[config.mk]
export PLATFORM = sky130hd
export DESIGN_NAME = axi_adc_jesd204_capture_ctrl
export DESIGN_NICKNAME = d
export VERILOG_FILES = /design/src/rtl/axi_adc_jesd204_capture_ctrl.sv
export SDC_FILE = /design/constraint.sdc
export NUM_CORES = 1
export LEC_CHECK = 0
export CAP_MARGIN = 10
export CORE_ASPECT_RATIO = 0.75
export CORE_UTILIZATION = 56
export DETAILED_ROUTE_END_ITERATION = 10
export PLACE_DENSITY = 0.85
export SYNTH_ARGS = -nofsm -noshare
export SYNTH_HDL_FRONTEND = slang
export SYNTH_SLANG_ARGS = --single-unit
[constraint.sdc]
create_clock -name adc_clk -period 4 [get_ports adc_clk]
set_input_delay 0.8 -clock adc_clk [delete_from_list [all_inputs] [get_ports adc_clk]]
set_output_delay 0.8 -clock adc_clk [all_outputs]
set_load 0.03 [all_outputs]
[src/rtl/axi_adc_jesd204_capture_ctrl.sv]
// Capture sequencer for the JESD204 ADC path: arm, trigger, holdoff, then pass exactly N
// valid beats to the DMA. No data storage; only adc_valid is gated per channel.
module axi_adc_jesd204_capture_ctrl #(
    parameter int unsigned NUM_CHANNELS  = 1,
    parameter int unsigned LENGTH_WIDTH  = 16,
    parameter int unsigned HOLDOFF_WIDTH = 8
) (
    input  logic                     adc_clk,
    input  logic                     adc_rst,
    input  logic                     cfg_arm,
    input  logic                     cfg_abort,
    input  logic                     cfg_trig_mode,
    input  logic [LENGTH_WIDTH-1:0]  cfg_length,
    input  logic [HOLDOFF_WIDTH-1:0] cfg_holdoff,
    input  logic                     trigger,
    input  logic [NUM_CHANNELS-1:0]  adc_valid_in,
    input  logic                     adc_dovf,
    output logic [NUM_CHANNELS-1:0]  adc_valid_out,
    output logic                     capture_busy,
    output logic                     capture_done,
    output logic                     capture_ovf,
    output logic [LENGTH_WIDTH-1:0]  capture_count
);

    typedef enum logic [2:0] {
        StIdle     = 3'd0,
        StWaitTrig = 3'd1,
        StHoldoff  = 3'd2,
        StCapture  = 3'd3,
        StDone     = 3'd4
    } state_e;

    state_e                   state_q, state_d;
    logic                     trigger_q;
    logic [LENGTH_WIDTH-1:0]  len_q, len_d;
    logic [HOLDOFF_WIDTH-1:0] hold_q, hold_d;
    logic [HOLDOFF_WIDTH-1:0] hcnt_q, hcnt_d;
    logic [LENGTH_WIDTH-1:0]  count_q, count_d;
    logic                     ovf_q, ovf_d;
    logic                     busy_q, busy_d;
    logic                     done_q, done_d;
    logic                     trig_edge;
    logic                     beat;

    assign trig_edge = trigger & ~trigger_q;
    assign beat      = |adc_valid_in;

    always_comb begin
        state_d = state_q;
        len_d   = len_q;
        hold_d  = hold_q;
        hcnt_d  = hcnt_q;
        count_d = count_q;
        ovf_d   = ovf_q;

        unique case (state_q)
            StIdle: begin
                if (cfg_arm && !cfg_abort) begin
                    len_d   = cfg_length;
                    hold_d  = cfg_holdoff;
                    count_d = '0;
                    ovf_d   = 1'b0;
                    if (cfg_trig_mode) begin
                        state_d = StWaitTrig;
                    end else if (cfg_holdoff != '0) begin
                        state_d = StHoldoff;
                        hcnt_d  = cfg_holdoff;
                    end else begin
                        state_d = StCapture;
                    end
                end
            end
            StWaitTrig: begin
                if (trig_edge) begin
                    if (hold_q != '0) begin
                        state_d = StHoldoff;
                        hcnt_d  = hold_q;
                    end else begin
                        state_d = StCapture;
                    end
                end
            end
            StHoldoff: begin
                // Counter holds the cycles remaining including the current one.
                if (hcnt_q <= HOLDOFF_WIDTH'(1)) begin
                    state_d = StCapture;
                end else begin
                    hcnt_d = hcnt_q - HOLDOFF_WIDTH'(1);
                end
            end
            StCapture: begin
                if (adc_dovf) begin
                    ovf_d = 1'b1;
                end
                if (beat && !cfg_abort) begin
                    // Saturate so an all-ones length never wraps back to zero.
                    if (count_q != '1) begin
                        count_d = count_q + LENGTH_WIDTH'(1);
                    end
                    if (count_q == len_q) begin
                        state_d = StDone;
                    end
                end
            end
            StDone: begin
                state_d = StIdle;
            end
            default: begin
                state_d = StIdle;
            end
        endcase

        if (cfg_abort) begin
            state_d = StIdle;
        end

        busy_d = (state_d != StIdle);
        done_d = (state_d == StDone);
    end

    always_ff @(posedge adc_clk) begin
        if (adc_rst) begin
            state_q   <= StIdle;
            trigger_q <= 1'b0;
            len_q     <= '0;
            hold_q    <= '0;
            hcnt_q    <= '0;
            count_q   <= '0;
            ovf_q     <= 1'b0;
            busy_q    <= 1'b0;
            done_q    <= 1'b0;
        end else begin
            state_q   <= state_d;
            trigger_q <= trigger;
            len_q     <= len_d;
            hold_q    <= hold_d;
            hcnt_q    <= hcnt_d;
            count_q   <= count_d;
            ovf_q     <= ovf_d;
            busy_q    <= busy_d;
            done_q    <= done_d;
        end
    end

    assign adc_valid_out = (state_q == StCapture && !cfg_abort) ? adc_valid_in : '0;
    assign capture_busy  = busy_q;
    assign capture_done  = done_q;
    assign capture_ovf   = ovf_q;
    assign capture_count = count_q;

endmodule

==> impl_summary.md, run 1 <==
Hold path
The type of the worst min-delay path is register to register.

Logic synthesis
The total nets after synthesis is about 380. The dominant synthesized flop cell is dfxtp_1. The share of the Yosys chip area taken by registers is 0.3943. The average size of a mapped cell is slightly above 8 sq um.

The cell area after technology mapping is between 2000 and 3000 sq um. During synthesis, Yosys emitted a total of 0 warnings. The post-synthesis cell type count is between 50 and 60. Counting flops with a built-in enable in the synthesized netlist gives 0.

Of all flip-flops after synthesis, the portion carrying an async set or reset was 0. The gate count of the mapped netlist is 347. The number of flip-flops and latches in the synthesized netlist is 55.

Routing
The final route contains between 2000 and 3000 vias. In the final routed layout, each cell accounts on average for between 15 and 20 microns. After the first detailed-routing iteration, the DRC count stood at approximately 480. The total wire length after detailed routing is between 7000 and 8000 microns. The number of nets still failing antenna checks after routing is 0. The DRC violations left is 0. The pre-antenna-repair detailed-routing pass consisted of 7 iterations. The via-per-instance ratio is approximately 6.3.

GRT
The number of antenna violations at the first check in global routing is 0. Entering global routing, the biggest net connects 40 pins. The residual overflow from global routing is 0. The via count of the first global-routing pass is between 2000 and 2500.

In the global route stage, overall resource usage came out at 0.2836. The global-route wire length before repair is ~12000 microns.

Clock tree
The total clock sinks is between 50 and 60. TritonCTS built the clock tree. After clock tree synthesis, the clock-pin slew on the worst setup and hold paths is ~0.09 ns. The number of buffers inserted by hold repair at cts is 0. After clock tree synthesis, the setup repair step added 0 buffers. The maximum buffer depth of the clock tree is 2. In this run, post-CTS repair resized a total of 0 instances.

The clock insertion delay at the later pin of the skew report is roughly 0.31 ns. CTS built an H-tree with a depth of 2. The clock root buffer is clkbuf_8. Clock tree synthesis inserted a total of 5 buffers.

Critical path
STA puts the critical path data arrival time at approximately 2.2 ns. Traced cell by cell, the critical path runs through clkdlybuf4s50_1 > nand2b_1 > nor2_1 > clkdlybuf4s50_1. At the worst endpoint, the required time is around 3.2 ns. The maximum fanout along the worst path is 3.

On the worst path, the slowest cell contributes a delay of about 0.68 ns. The critical path's top delay family is buffers and inverters. The critical path start-end classification is input pin to primary output. Counting both buffers and inverters, the worst setup path holds a total of 2. Among the stages of the critical path, the cell type that occurs most often is clkdlybuf4s50_1. The category of the worst setup path launch point is an input pin. For this design, the slowest cell found on the critical path is clkdlybuf4s50_1. The category of the worst setup path capture point is a primary output.

Floorplanning
The placeable core region is about 4600 sq um. The total I/O pin count is 52. After floorplanning, the core was divided into 21 placement rows. Measured along the y axis, the die boundary spans roughly 63 microns. The die covers 5276 sq um. The horizontal extent of the die is 83.54 microns.

The initial core utilization is 0.6039.

Power
The power density relative to cell area is 315.0 nW/um^2. The peak supply drop is 0.0002832 V. The cell leakage power is about 0.0012 uW.

Cells and area
Relative to the synthesized area, the layout overhead comes to 21.51%. The library cells used most frequently in the layout, excluding fill and tap cells, are nand2_1, dfxtp_1, clkdlybuf4s50_1, a21oi_1, nor2_1. Of the cells placed in the final design, the portion with a size suffix greater than 1 is 0.04604. The most frequent standard cell in the layout excluding fill and tap cells is nand2_1. After the last flow step, the layout net total stands at 425. At the end of the flow the core is filled with cells to 0.7338.

The total inserted antenna cells is 0.

STA
Setup violations remaining at the end of the flow were counted as 0. In this run the tightest slew margin relative to its limit is 0.5605. The total count of max-transition violations in the final report is 0. The pin slew with the least headroom to its limit is ~0.65 ns.

Timing would allow up to 332.2 MHz. The setup clock skew after layout is between 0.008 and 0.009 ns. The number of failing hold endpoints at the final stage was 0. The total negative setup slack is 0 ns. The worst hold slack across all endpoints is 0.4782 ns. Dividing the final minimum period by the clock period gives 0.7525. Setup repair after global routing left no endpoint under its margin.

The clock period minus final worst setup slack is roughly 3.0 ns.

Placed design
Port buffering added 51 buffers. Summed over all nets, the half-perimeter wirelength after detailed placement is between 5000 and 6000 microns. The final weighted congestion of routability-driven global placement is between 1 and 1.5.

Outcome
The run finished with clean final reports.

Job
The tool flagged a number of max-cap violations equal to 0.
==> routing by layer <==
metal	track usage	wire [microns]	part of all wire
met1	0.4448	3447	0.47
met2	0.3863	2976	0.41
met3	0.06946	876	0.12
met4	0.05932	32	0.0044
met5	0	0	0
==> power breakdown <==
| part | internal, uW | switching, uW | leakage [uW] | total (uW) |
|---|---|---|---|---|
| Combinational | 80.6 | 101 | 0.000697 | 181 |
| Sequential | 568 | 21.6 | 0.000447 | 590 |
| Clock | 120 | 178 | 0.0000477 | 298 |
| Total | 769 | 300 | 0.00119 | 1070 |
==> cells by family after synthesis <==
group / count (synthesis) / share of synthesized area
simple gates: 151 / 0.2720
xor+xnor: 20 / 0.06272
compound gates: 92 / 0.2155
buf+inv: 26 / 0.04211
fa+ha+maj: 3 / 0.01344
flops: 55 / 0.3943
==> worst paths after layout <==
kind,from,end,slack (ns),depth (start not counted)
worst max-delay path,cfg_abort,adc_valid_out,0.99,4
worst min-delay path,len_q[0],len_q[0],0.48,2
worst max register to register,hcnt_q[0],hcnt_q[3],1.57,7
worst min register to register,len_q[0],len_q[0],0.48,2
==> cells in the mapped netlist (all sizes together), types with 2 or more instances <==
cell / count / area (sq um)
a211oi: 5 / 37.54
a21oi: 45 / 225.2
a221o: 2 / 20.02
a221oi: 4 / 35.03
a22oi: 2 / 15.01
a31o: 2 / 17.52
and2: 3 / 18.77
and3: 3 / 18.77
and4: 4 / 37.54
buf: 7 / 46.29
clkbuf: 11 / 41.29
dfxtp: 55 / 1101
ha: 3 / 37.54
inv: 8 / 30.03
nand2: 61 / 229.0
nand2b: 2 / 12.51
nand3: 7 / 35.03
nand3b: 2 / 15.01
nand4: 9 / 56.30
nor2: 23 / 86.33
nor3: 9 / 45.04
nor3b: 4 / 35.03
nor4: 7 / 43.79
o211ai: 5 / 37.54
o21ai: 6 / 30.02
o311ai: 2 / 17.52
o31a: 2 / 17.52
o31ai: 9 / 67.56
or2: 3 / 18.78
or3: 2 / 12.51
or3b: 2 / 17.52
or4: 7 / 52.55
xnor2: 12 / 105.1
xor2: 8 / 70.07
==> worst register-to-register path, cell delays in order (launching register included) <==
cell and delay [ns]:
dfxtp_1 0.48, inv_1 0.11, ha_1 0.27, or2_1 0.23, a41oi_1 0.29, o221ai_2 0.25
or2_0 0.41, o31ai_1 0.31
==> area by class of cell <==
type                       count  area (sq um)
fill                         358          1231
inverter                       8         30.03
sequential                    55          1101
multi-input combinational    266          1574
clock inverter                 3         15.01
tap                           57         71.32
timing repair buffer          54         533.0
clock buffer                   5         68.82
==> registers in the layout, summed over array words and instances, names as in the netlist <==
register	flops
trigger_q	1
capture_done	1
hcnt_q	8
len_q	16
state_q	3
capture_count	16
capture_ovf	1
capture_busy	1
hold_q	8
==> metrics by stage <==
stage                     area, sq um  std cells  setup WS (ns)  total power (uW)
final                            3393        448         0.9898              1069
after global routing             3393        448         0.9140              1114
after CTS                        3393        448         0.9880              1066
after detailed placement         3309        440         0.9139             777.7
after global placement           3309        440         0.9159             776.9
after floorplan                  2793        347          1.806             709.1
No activity file was read; power rests on OpenSTA's default activity.
==> run 2: changes to the inputs <==
--- a/config.mk
+++ b/config.mk
@@ -7,9 +7,9 @@
 export LEC_CHECK = 0
 export CAP_MARGIN = 10
 export CORE_ASPECT_RATIO = 0.75
-export CORE_UTILIZATION = 56
+export CORE_UTILIZATION = 47
 export DETAILED_ROUTE_END_ITERATION = 10
-export PLACE_DENSITY = 0.85
+export PLACE_DENSITY = 0.76
 export SYNTH_ARGS = -nofsm -noshare
 export SYNTH_HDL_FRONTEND = slang
 export SYNTH_SLANG_ARGS = --single-unit
==> constraint.sdc (replaced) <==
create_clock -name adc_clk -period 2.7 [get_ports adc_clk]
set_input_delay 0.54 -clock adc_clk [delete_from_list [all_inputs] [get_ports adc_clk]]
set_output_delay 0.54 -clock adc_clk [all_outputs]
set_load 0.03 [all_outputs]
==> run 2 against run 1 <==
Against the previous run:
- critical endpoint unchanged
- largest cell class unchanged
- global-route usage is 3.8 points lower
- clock skew is 0.00068 ns lower
- hold slack worse by 0.0063 ns
- setup slack worse by 0.85 ns
- sequential power is 48% higher
- highest routed layer unchanged
==> impl_summary.md, run 2 (same netlist as run 1, synthesis figures left out) <==
Clock tree
In this run the deepest clock path goes through 2 buffers. For this design, the CTS-stage hold fixing added 0 buffers. The total clock sinks is 55. Once the clock tree was built, the resizer swapped 0 gates to a different size. In this run, CTS created clock tree buffers numbering 5. The clock insertion delay at the later pin of the skew report is roughly 0.31 ns. The tree is rooted in a clkbuf_8. The clock tree synthesis step divided the H-tree into 2 levels.

After clock tree synthesis, the clock-pin slew on the worst setup and hold paths is 0.10 ns. The post-CTS setup buffer count is 0. TritonCTS built the clock tree.

Cells and area
0 antenna diodes ended up in the layout. The synthesis-to-layout area growth is 24.64%. The filler-free cell count of the finished design is 472. The library cells used most frequently in the layout, excluding fill and tap cells, are nand2_1, dfxtp_1, clkdlybuf4s50_1, a21oi_1, nor2_1. The library cell used most frequently in the layout, excluding fill and tap cells, is nand2_1. The area of all placed cells without fillers is about 3500 sq um. The share of final-layout standard cells stronger than drive strength 1 is 0.06045.

The fill cell total of the finished layout is 500. The number of nets in the finished design is 433.

GRT
Entering global routing, the biggest net connects 40 pins. Across every metal layer, demand over resource in global routing totals 0.2457. The global-route wire length before repair is ~12000 microns. After global routing the overflow that remains totals 0.

The via count of the first global-routing pass is about 2400. The number of antenna violations at the first check in global routing was 0.

STA
The number of failing hold endpoints at the final stage is 0. The clock period minus final worst setup slack is 2.557 ns. The pin slew with the least headroom to its limit is 0.5188 ns. Measured against its own limit, the worst slew margin works out to 0.6520. Setup violations remaining at the end of the flow were counted as 0. In the final timing run, aggregate negative setup slack is 0 ns. The setup clock skew after layout is 0.007348 ns. The tightest hold path in the finished design has a slack of 0.4719 ns. The achievable frequency is 391.1 MHz. Setup repair after global routing left no endpoint under its margin. The portion of the clock cycle consumed by the worst path in the final layout is 0.9470. The total count of max-transition violations in the final report is 0.

Hold path
The worst hold path belongs to the class register to register. Along the worst hold path, the cell count comes to 2.

Placed design
After detailed placement, the total cell area comes to ~3400 sq um. The number of placed instances, taps included, is between 400 and 500. The congestion estimate from routability-driven global placement came to between 0.9 and 1. The count of buffers inserted at the top-level ports is around 50. The post-DP HPWL is ~5600 microns.

Routing
The detailed router finished its first iteration with about 220 violations. The number of nets still failing antenna checks after routing is 0. The pre-antenna-repair detailed-routing pass consisted of 4 iterations.

The via count of the routed design is between 2000 and 3000. The wire length per cell is 15.50 microns. After detailed routing, the number of remaining DRC violations is 0. Summed over all layers, the routed wires come to between 7000 and 8000 microns. The via-per-instance ratio is ~5.9.

Floorplanning
The die is between 60 and 70 microns tall. The horizontal extent of the die is between 90 and 100 microns. The initial core utilization is 0.5054. The overall die area is about 6300 sq um. After floorplanning, the core was sized to cover about 5500 sq um. During I/O placement, the number of pins put on the boundary was 52.

The total number of placement rows is 23.

Critical path
The worst endpoint data arrival time is around 2.0 ns. The worst setup path is captured at a primary output. The depth of the most critical reg-to-reg path is 7. The maximum fanout along the worst path is 10. STA classifies the critical path startpoint as a register.

The required time at the endpoint of the critical path is about 2.2 ns. The delay of the slowest cell on the worst path is a little under 0.7 ns. The worst setup path is of the register to primary output kind. Traced cell by cell, the critical path runs through nand3_1 > nor2_1 > clkdlybuf4s50_1. The cell with the largest stage delay on the worst path is clkdlybuf4s50_1.

Outcome
The flow ran to the end, and the final reports show no timing, DRC or antenna violations.

Power
The peak supply drop is 0.0003235 V. For this design the static power due to leakage is around 0.0012 uW. The total power is 1582 uW. The power density relative to cell area is approximately 450 nW/um^2.

Job
The tool flagged a number of max-cap violations equal to 0.
==> run 2: worst paths after layout <==
check / startpoint / end / slack, ns
min reg2reg: len_q[2] / len_q[2] / 0.47
max: state_q[1] / adc_valid_out / 0.14
min: len_q[2] / len_q[2] / 0.47
max reg2reg: hcnt_q[0] / hcnt_q[4] / 0.48
==> run 2: routing by layer <==
| layer | vias to the layer above | GRT usage | share of wire |
|---|---|---|---|
| li1 | 1369 | - | - |
| met1 | 1292 | 0.3795 | 0.53 |
| met2 | 103 | 0.3456 | 0.40 |
| met3 | 9 | 0.04167 | 0.062 |
| met4 | 0 | 0.06746 | 0.011 |
| met5 | - | 0 | 0 |
==> run 2: cell type report <==
cell class	instances	area [sq um]	area share
multi-input combinational	266	1574	0.4522
timing repair buffer	62	605.6	0.1740
inverter	8	30.03	0.008627
clock inverter	1	7.507	0.002157
sequential	55	1101	0.3163
tap	75	93.84	0.02696
clock buffer	5	68.82	0.01977
==> run 2: worst max-delay path, delay by kind of cell (launching register included) <==
family                 cells  cell delay, ns
buffers and inverters      1            0.69
AND/OR/NAND/NOR            2            0.48
flip-flops                 1            0.53
==> run 2: stage by stage <==
stage	worst slack (ns)	utilization
2_1_floorplan	0.7280	-
3_3_place_gp	0.1403	0.6162
3_5_place_dp	0.1546	0.6162
4_1_cts	0.1373	0.6300
5_1_grt	0.01407	0.6300
6_report	0.1431	0.6300
==> run 2: where the power goes <==
group / switching, uW / leakage (uW) / internal (uW)
Sequential: 31.7 / 0.000447 / 841
Combinational: 145 / 0.000741 / 129
Clock: 262 / 0.0000361 / 173
==> run 3: changes to the inputs <==
--- a/config.mk
+++ b/config.mk
@@ -10,6 +10,7 @@
 export CORE_UTILIZATION = 47
 export DETAILED_ROUTE_END_ITERATION = 10
 export PLACE_DENSITY = 0.76
+export REMOVE_ABC_BUFFERS = 1
 export SYNTH_ARGS = -nofsm -noshare
 export SYNTH_HDL_FRONTEND = slang
 export SYNTH_SLANG_ARGS = --single-unit
==> run 3 against run 2 <==
Against the previous run:
- via count fell by 1.2%
- final area rose by 1.2%
- sequential cell count did not move
- hold slack barely moved
- count of clock-buffer cells in the layout rose by 1
- total power rose by 2.0%
- setup slack improved by 0.11 ns
- largest cell class unchanged
==> impl_summary.md, run 3 (same netlist as run 1, synthesis figures left out) <==
Critical path
The required time at the endpoint of the critical path is approximately 2.2 ns. The category of the worst setup path capture point is a primary output. In this design, the stage delay of the slowest critical-path cell is between 0.6 and 0.7 ns. The worst setup path is of the input pin to primary output kind. The category of the worst setup path launch point is an input pin. The setup check on the worst reg-to-reg path leaves a slack of around 0.53 ns. The cell with the largest stage delay on the worst path is clkdlybuf4s50_1. Along the worst path, the maximum fanout reaches 3. The depth of the most critical reg-to-reg path is 7. The worst endpoint data arrival time is 1.91 ns.

The cell that appears most often on the critical path is clkdlybuf4s50_1. Walking the worst path, the cells encountered are clkdlybuf4s50_1 > nand2b_1 > nor2_1 > clkdlybuf4s50_1. In this run the critical register-to-register path is launched from hcnt_q[0].

The endpoint of the most critical register-to-register path is hcnt_q[6]. The most critical setup path has its startpoint at cfg_abort.

Routing
For this block, the routed nets add up to 7529 microns of wire. In the final routed layout, each cell accounts on average for 15.78 microns. The highest metal layer carrying signal wires in the routed design is met4. The count of routing violations after the opening detailed-route iteration is 220.

The routed layout has 2740 vias. In the routed layout, each cell is associated on average with a via count of about 5.7. For this run, design rule violations remaining after detail routing come to 0. The met1 wire length is approximately 3700 microns. The number of optimization iterations in the first detailed-route pass is 4. Detailed routing placed a total of about 3200 microns of wire on met2. The met3 routed wirelength is about 570 microns.

The count of nets left with antenna violations once routing finished came out at 0.

Floorplanning
The total number of placement rows is 23. The horizontal extent of the die is 91.01 microns. Measured along the y axis, the die boundary spans slightly below 70 microns. The initial utilization of the core area, before any placement, comes to 0.5054. The overall die area is roughly 6300 sq um. The placeable core region is between 5000 and 6000 sq um.

52 I/O pins were placed.

Clock tree
The number of hold buffers added after CTS was 0. The clock drives 55 sinks. Once the clock tree was built, the resizer swapped 0 gates to a different size.

The TritonCTS clock tree is done. Clock latency on the worst-skew pair, taken at its later pin, is roughly 0.3 ns. The level count of the clock H-tree is 2. The maximum buffer depth of the clock tree is 2. TritonCTS created 5 clock buffers. The clock-pin transition on the worst setup and hold timing paths is ~0.09 ns. Buffers added to address setup during post-CTS repair amount to 0. The clock root buffer is clkbuf_8.

STA
The total count of max-transition violations in the final report is 0. Setup violations remaining at the end of the flow were counted as 0. The clock period could shrink to 2.446 ns. Between clock sinks in the finished design, the worst skew comes to about 0.01 ns.

At the pin with the least slew margin, the transition time is 0.5350 ns. Setup repair after global routing left no endpoint under its margin. In this run the tightest slew margin relative to its limit is 0.6401. Hold timing on the final database bottoms out at a slack of 0.4718 ns. In the final timing run, aggregate negative setup slack is 0 ns.

The worst setup slack after layout is around 0.25 ns. The achievable frequency is ~400 MHz. The number of failing hold endpoints at the final stage is 0. The portion of the clock cycle consumed by the worst path in the final layout is 0.9058.

GRT
For this run, the total global-route usage over all layers was measured as 0.2495. The number of antenna violations at the first check in global routing was 0. Entering global routing, the biggest net connects 40 pins.

The via count of the first global-routing pass was about 2500. The first global-routing pass estimated roughly 12000 microns of wire. The residual overflow from global routing is 0.

Job
The tool flagged a number of max-cap violations equal to 0.

Outcome
The flow ran to the end, and the final reports show no timing, DRC or antenna violations.

Placed design
The final weighted congestion of routability-driven global placement is ~0.9. The post-DP HPWL is 5556 microns. The count of buffers added on input and output ports is 51. The worst slack after detailed placement is 0.09408 ns.

Power
VDD sags by at most 0.0002884 V. Power spread over the standard cell area amounts to roughly 460 nW/um^2. For this design the static power due to leakage is ~0.0013 uW.

Cells and area
Of the cells placed in the final design, the portion with a size suffix greater than 1 is 0.07214. The synthesis-to-layout area growth is 26.12%. The fill cell total of the finished layout is slightly above 500.

The post-route core utilization is 0.6375. The most frequent standard cell in the layout excluding fill and tap cells is nand2_1. 0 antenna diodes ended up in the layout. At the end of the flow, the number of nets in the layout was between 400 and 500. The library cells used most frequently in the layout, excluding fill and tap cells, are nand2_1, dfxtp_1, clkdlybuf4s50_1, a21oi_1, nor2_1.

Hold path
Along the worst hold path, the cell count comes to 2. The tightest min-delay check is of the register to register type. The destination of the worst hold path is len_q[0]. The worst hold path begins at len_q[0].
-- run 3: cell count changes in the layout (fill, tap and decap cells not counted) --
cell and delta:
clkbuf_8 +1, clkinvlp_4 -1, clkinv_2 +1, buf_4 +4
-- run 3: final cells by class --
type,instances,area (sq um),share of cell area
inverter,8,30.03,0.008526
sequential,55,1101,0.3126
tap,75,93.84,0.02664
clock buffer,6,82.58,0.02345
clock inverter,1,5.005,0.001421
multi-input combinational,266,1574,0.4469
timing repair buffer,66,635.6,0.1805
-- run 3: report_power, final --
part | total, uW | internal, uW | switching, uW
Sequential | 870 | 841 | 28.4
Clock | 459 | 202 | 257
Combinational | 286 | 134 | 152
Total | 1610 | 1180 | 437
-- run 3: how the worst max path moves through the flow --
| stage | to | slack, ns | cells past startpoint |
|---|---|---|---|
| after floorplan | capture_count[5] | 0.52 | 5 |
| after global placement | capture_count[5] | 0.18 | 7 |
| after detailed placement | capture_count[5] | 0.09 | 7 |
| after CTS | adc_valid_out | 0.25 | 4 |
| after global routing | adc_valid_out | 0.16 | 4 |
| final | adc_valid_out | 0.25 | 4 |
-- run 3: worst max-delay path, delay by kind of cell --
| family | cells | cell delay (ns) |
|---|---|---|
| buf+inv | 2 | 1.12 |
| simple gates | 2 | 0.25 |
-- run 3: stage by stage --
step                      instances  total power (uW)  instance area [sq um]
after floorplan                 329              1035                   2705
after global placement          470              1164                   3435
after detailed placement        470              1168                   3435
after CTS                       477              1618                   3522
after global routing            477              1692                   3522
final                           477              1614                   3522
-- run 3: layer usage --
| layer | GRT usage | vias to the layer above |
|---|---|---|
| li1 | - | 1371 |
| met1 | 0.3693 | 1253 |
| met2 | 0.3627 | 108 |
| met3 | 0.04496 | 8 |
| met4 | 0.08730 | 0 |
| met5 | 0 | - |
